===== src/rtl/main_reset_gen_if.sv =====
// Handshake bundle for the reset generator: PLL lock/clear inputs and the
// sequenced reset and status outputs.
interface main_reset_gen_if;
  logic       pll_locked;
  logic       lock_lost_clr;
  logic       reset_core_n;
  logic       reset_periph_n;
  logic       ready;
  logic       lock_lost;
  logic [7:0] lock_loss_cnt;

  modport master (
    output pll_locked, lock_lost_clr,
    input  reset_core_n, reset_periph_n, ready, lock_lost, lock_loss_cnt
  );

  modport slave (
    input  pll_locked, lock_lost_clr,
    output reset_core_n, reset_periph_n, ready, lock_lost, lock_loss_cnt
  );
endinterface


===== src/rtl/main_reset_gen.sv =====
// Sequences core and peripheral reset release after the main PLL has held lock
// long enough, and records lock losses seen once the core is running.
module main_reset_gen #(
  parameter int unsigned STABLE_CYCLES = 1024,
  parameter int unsigned PERIPH_DELAY  = 256
) (
  input  logic             clk,
  input  logic             reset_n,
  main_reset_gen_if.slave  bus
);

  typedef enum logic [1:0] {WAIT_LOCK, STABILIZE, CORE_UP, ALL_UP} state_t;

  localparam logic [15:0] STABLE_LAST = 16'(STABLE_CYCLES - 1);
  localparam logic [15:0] PERIPH_LAST = 16'(PERIPH_DELAY - 1);

  state_t      state_q, state_d;
  logic [15:0] cnt_q, cnt_d;
  logic [1:0]  sync_q, sync_d;
  logic        core_q, core_d;
  logic        periph_q, periph_d;
  logic        ready_q, ready_d;
  logic        lost_q, lost_d;
  logic [7:0]  loss_cnt_q, loss_cnt_d;
  logic        locked_s;
  logic        loss_event;

  // pll_locked is asynchronous to clk; only the second stage is ever used.
  assign sync_d   = {sync_q[0], bus.pll_locked};
  assign locked_s = sync_q[1];

  always_comb begin
    state_d    = state_q;
    cnt_d      = cnt_q;
    loss_event = 1'b0;
    case (state_q)
      WAIT_LOCK: begin
        cnt_d = '0;
        if (locked_s) state_d = STABILIZE;
      end
      STABILIZE: begin
        if (!locked_s) begin
          state_d = WAIT_LOCK;
          cnt_d   = '0;
        end else if (cnt_q == STABLE_LAST) begin
          state_d = CORE_UP;
          cnt_d   = '0;
        end else begin
          cnt_d = cnt_q + 16'd1;
        end
      end
      CORE_UP: begin
        if (!locked_s) begin
          state_d    = WAIT_LOCK;
          cnt_d      = '0;
          loss_event = 1'b1;
        end else if (cnt_q == PERIPH_LAST) begin
          state_d = ALL_UP;
          cnt_d   = '0;
        end else begin
          cnt_d = cnt_q + 16'd1;
        end
      end
      ALL_UP: begin
        if (!locked_s) begin
          state_d    = WAIT_LOCK;
          cnt_d      = '0;
          loss_event = 1'b1;
        end
      end
      default: begin
        state_d = WAIT_LOCK;
        cnt_d   = '0;
      end
    endcase
  end

  // Reset outputs follow the next state so they change on the same edge.
  always_comb begin
    core_d   = (state_d == CORE_UP) || (state_d == ALL_UP);
    periph_d = (state_d == ALL_UP);
    ready_d  = (state_d == ALL_UP);
  end

  // A clear coinciding with a loss keeps that loss as the first new event.
  always_comb begin
    lost_d     = lost_q;
    loss_cnt_d = loss_cnt_q;
    if (bus.lock_lost_clr) begin
      lost_d     = loss_event;
      loss_cnt_d = loss_event ? 8'd1 : 8'd0;
    end else if (loss_event) begin
      lost_d = 1'b1;
      if (loss_cnt_q != 8'hFF) loss_cnt_d = loss_cnt_q + 8'd1;
    end
  end

  always_ff @(posedge clk or negedge reset_n) begin
    if (!reset_n) begin
      state_q    <= WAIT_LOCK;
      cnt_q      <= '0;
      sync_q     <= '0;
      core_q     <= 1'b0;
      periph_q   <= 1'b0;
      ready_q    <= 1'b0;
      lost_q     <= 1'b0;
      loss_cnt_q <= '0;
    end else begin
      state_q    <= state_d;
      cnt_q      <= cnt_d;
      sync_q     <= sync_d;
      core_q     <= core_d;
      periph_q   <= periph_d;
      ready_q    <= ready_d;
      lost_q     <= lost_d;
      loss_cnt_q <= loss_cnt_d;
    end
  end

  assign bus.reset_core_n   = core_q;
  assign bus.reset_periph_n = periph_q;
  assign bus.ready          = ready_q;
  assign bus.lock_lost      = lost_q;
  assign bus.lock_loss_cnt  = loss_cnt_q;

endmodule

===== src/flat_wrapper.sv =====
// flat-port wrapper written by rule: the top's interface ports become plain ports
module main_reset_gen_flat 
#(
  parameter int unsigned STABLE_CYCLES = 1024,
  parameter int unsigned PERIPH_DELAY  = 256
)
  (clk, reset_n, bus_pll_locked, bus_lock_lost_clr, bus_reset_core_n, bus_reset_periph_n, bus_ready, bus_lock_lost, bus_lock_loss_cnt);
  main_reset_gen_if bus_i ();
  input  logic clk;
  input  logic reset_n;
  input wire logic [$bits(bus_i.pll_locked)-1:0] bus_pll_locked;
  input wire logic [$bits(bus_i.lock_lost_clr)-1:0] bus_lock_lost_clr;
  output wire logic [$bits(bus_i.reset_core_n)-1:0] bus_reset_core_n;
  output wire logic [$bits(bus_i.reset_periph_n)-1:0] bus_reset_periph_n;
  output wire logic [$bits(bus_i.ready)-1:0] bus_ready;
  output wire logic [$bits(bus_i.lock_lost)-1:0] bus_lock_lost;
  output wire logic [$bits(bus_i.lock_loss_cnt)-1:0] bus_lock_loss_cnt;
  assign bus_i.pll_locked = bus_pll_locked;
  assign bus_i.lock_lost_clr = bus_lock_lost_clr;
  assign bus_reset_core_n = bus_i.reset_core_n;
  assign bus_reset_periph_n = bus_i.reset_periph_n;
  assign bus_ready = bus_i.ready;
  assign bus_lock_lost = bus_i.lock_lost;
  assign bus_lock_loss_cnt = bus_i.lock_loss_cnt;
  main_reset_gen #(.STABLE_CYCLES(STABLE_CYCLES), .PERIPH_DELAY(PERIPH_DELAY)) u_core (.clk(clk), .reset_n(reset_n), .bus(bus_i));
endmodule

===== config.mk =====
export PLATFORM = sky130hd
export DESIGN_NAME = main_reset_gen_flat
export DESIGN_NICKNAME = d
export VERILOG_FILES = /design/src/rtl/main_reset_gen_if.sv /design/src/rtl/main_reset_gen.sv /design/src/flat_wrapper.sv
export SDC_FILE = /design/constraint.sdc
export NUM_CORES = 1
export LEC_CHECK = 0
export CAP_MARGIN = 20
export CORE_AREA = 2 2 87 89
export DETAILED_ROUTE_END_ITERATION = 6
export DIE_AREA = 0 0 89 91
export GPL_TIMING_DRIVEN = 1
export MAX_ROUTING_LAYER = met4
export PLACE_DENSITY = 0.48
export SYNTH_ARGS = -nofsm -noshare
export SYNTH_HDL_FRONTEND = slang
export SYNTH_SLANG_ARGS = --single-unit

===== constraint.sdc =====
create_clock -name clk -period 6.7 [get_ports clk]
set_clock_uncertainty 0.15 [all_clocks]
set_input_delay 2.01 -clock clk [delete_from_list [all_inputs] [get_ports clk]]
set_output_delay 2.01 -clock clk [all_outputs]
set_load 0.02 [all_outputs]

==> impl_metrics.py <==
metrics = {
    "pwr": {
        "swShare": 0.298,
        "pwr-share-clk": 0.351,
        "p_leak_nw": 0.831,
        "combPwrFrac": 0.168,
        "peakVddDrop_mv": 0.111,
        "p_per_area_nw_per_um2": 201,
        "power_frac_seq": 0.481,
        "internal_power_w": 0.000291,
        "power_switching_w": 0.000124,
    },
    "detailed_routing": {
        "drt-initial-drc-count": 52,
        "routed_wl_um": 3810,
        "routed_via_density": 4.77,
        "drc_errors": 0,
        "wl_per_cell_um": 13.0,
        "drtPass1Iterations": 4,
        "ant_nets": 0,
        "vias": 1394,
    },
    "synth": {
        "synth_seq_cells": 31,
        "synthCells": 175,
        "synth_area_um2": 1730,
        "synth_edf_count": 0,
        "avgSynthCellArea_um2": 9.91,
        "synth_mux_area_frac": 0,
        "synth_top_area_share": 0.447,
        "synthAdderAreaFrac": 0.0433,
        "ys_seq_area_frac": 0.447,
        "synth_top_cell_by_area": "dfrtp_1",
        "ys.warnings.count": 0,
        "yosysUniqueCellTypes": 40,
        "synth_compound_area_frac": 0.180,
        "synthXorXnorAreaFrac": 0.0455,
        "synth_nets": 185,
        "synthSimpleGateAreaFrac": 0.255,
        "async_reset_ff_frac": 1.00,
        "synth_area_leaders": "dfrtp_1, and3_1, ha_1",
        "synth_top_family_by_area": "simple AND/OR/NAND/NOR gates",
        "synth_top_flop_cell": "dfrtp_1",
    },
    "finish": {
        "final_area_um2": 2070,
        "fin_nets": 202,
        "layoutNonFillerInstCount": 292,
        "drive_above_1_share": 0.0622,
        "syn_to_final_growth_pct": 19.2,
        "antenna_cells": 0,
    },
    "hold_path": {
        "min_path_type": "flip-flop to flip-flop",
        "holdPathStages": 0,
    },
    "setup_path": {
        "cp_num_buf_inv": 1,
        "crit_path_end": "bus_lock_loss_cnt[2]",
        "cp-startpoint": "u_core.bus.lock_loss_cnt[2]",
        "crit_required_ns": 4.54,
        "worstSetupPathType": "flip-flop to output pin",
        "worstPathCellList": "clkdlybuf4s50_1",
        "crit_family": "buffers and inverters",
        "r2r_start": "u_core.cnt_q[10]",
        "worst-path-stages": 1,
        "worstSetupStartpointType": "flip-flop",
        "arrival_ns": 1.40,
        "ff2ff_setup_slack_ns": 4.08,
        "critPathMaxStageDelay_ns": 0.65,
        "r2r_cells": 5,
        "worstPathMaxFanout": 7,
        "end_kind": "output pin",
        "cp_slowest_cell": "clkdlybuf4s50_1",
        "r2r-end": "u_core.cnt_q[6]",
    },
    "clock_tree": {
        "htreeDepth": 2,
        "cts_tree": "yes",
        "clk_latency_ns": 0.28,
        "cts_resized": 0,
        "cts.clk_slew.worst_paths_ns": 0.07,
        "root_buffer": "clkbuf_8",
        "cts_hold_buf": 0,
        "cts_inserted_buffers": 5,
        "postCtsSetupBuffers": 0,
        "numClockSinks": 31,
        "max-clock-path-buffers": 2,
    },
    "die": {
        "start_util": 0.243,
        "die_x_um": 89,
        "die_y_um": 91,
        "rows": 31,
        "core-area_um2": 7140,
        "die-area_um2": 8100,
        "ios": 16,
    },
    "sta": {
        "setup_viol": 0,
        "setup_ws_ns": 3.14,
        "finalCriticalPeriod_ns": 3.56,
        "setup_tns_ns": 0,
        "holdWs_ns": 0.206,
        "rsz0062_at_grt": "false",
        "slew_viol_final": 0,
        "period_share": 0.531,
        "worstMarginPinSlew_ns": 0.594,
        "clock.fmax_mhz": 281,
        "hold_viol": 0,
        "relSlewSlack": 0.599,
    },
    "grt": {
        "grt_pass1_wl_um": 6610,
        "antenna_found_initial": 0,
        "grt_pass1_vias": 1355,
        "grt_max_degree": 20,
        "grt_overflow": 0,
        "track_usage": 0.106,
    },
    "placement": {
        "post-dp-hpwl_um": 2710,
        "port_buffers": 15,
        "dp.cells": 284,
        "place_area_um2": 1980,
        "place_worst_setup_slack_ns": 3.18,
        "place.gp.congestion": 0.759,
    },
    "status": {
        "status": "completed",
    },
    "job": {
        "drv_cap": 0,
    },
}
-- metrics by stage --
stage | util | power, W
6_report | 0.290 | 0.000415
5_1_grt | 0.290 | 0.000441
4_1_cts | 0.290 | 0.000423
3_5_place_dp | 0.278 | 0.000274
3_3_place_gp | 0.278 | 0.000274
2_1_floorplan | - | 0.000255
-- worst min path at each step --
stage                           from          endpoint  slack [ns]
floorplan           u_core.sync_q[0]  u_core.sync_q[1]        0.18
global placement    u_core.sync_q[0]  u_core.sync_q[1]        0.20
detailed placement  u_core.sync_q[0]  u_core.sync_q[1]        0.19
CTS                 u_core.sync_q[0]  u_core.sync_q[1]        0.21
global route        u_core.sync_q[0]  u_core.sync_q[1]        0.22
finish              u_core.sync_q[0]  u_core.sync_q[1]        0.21
-- layout make-up --
type / instances / area [um^2]
Timing Repair Buffer: 16 / 158
Clock buffer: 6 / 72.6
Multi-Input combinational cell: 134 / 910
Tap cell: 99 / 124
Inverter: 4 / 15.0
Fill cell: 789 / 5070
Clock inverter: 2 / 12.5
Sequential cell: 31 / 776
-- logic make-up after synthesis --
logic type,count (synthesis)
AOI/OAI and AO/OA,41
xor gates and xnor gates,9
adders and majority gates,6
buffers and inverters,10
DFF,31
and+or+nand+nor,78
-- cells in the final DEF, fill, tap and decap left out, drive strengths merged, types with 2 or more instances in the layout --
master / n
o41ai: 2
and4: 2
nand3b: 2
nand3: 13
nand2: 16
o2bb2ai: 6
o21ai: 10
o2111ai: 3
inv: 4
nand2b: 5
and2: 3
o311ai: 7
o31ai: 2
nor3: 3
nor2: 10
a21oi: 3
or3: 2
clkdlybuf4s50: 15
and3: 12
xor2: 6
xnor2: 3
a41oi: 3
nand4: 3
dfrtp: 31
o211ai: 2
ha: 6
clkbuf: 6
-- power by group through the flow --
stage	clock network, W	logic [W]	registers [W]
finish	0.000146	0.0000697	0.000200
global route	0.000161	0.0000793	0.000201
CTS	0.000152	0.0000711	0.000200
detailed placement	0	0.0000708	0.000203
global placement	0	0.0000708	0.000204
floorplan	0	0.0000534	0.000201
-- layer usage --
metal  global-route usage  vias up  share of wire
li1                     -      700              -
met2                0.154       14           0.47
met3               0.0218        4          0.020
met5                    -        -              0
met4               0.0410        0          0.011
met1                0.146      676           0.49
-- cells in the mapped netlist, types with 4 or more instances --
library cell  count
o2bb2ai_1         6
nand3_1          13
xor2_1            6
nand2_1          16
nor2_1           10
o311ai_1          7
clkbuf_1          4
o21ai_0           8
nand2b_1          4
and3_1           12
ha_1              6
inv_1             4
dfrtp_1          31
-- sequential cells by signal, summed over array words and instances, names as in the netlist --
| signal | cells |
|---|---|
| u_core.cnt_q | 16 |
| u_core.bus.lock_loss_cnt | 8 |
| u_core.state_q | 2 |
| u_core.sync_q | 2 |
| u_core.bus.lock_lost | 1 |
| u_core.bus.ready | 1 |
| u_core.bus.reset_core_n | 1 |
Note: power is estimated with default switching activity, not from simulation.
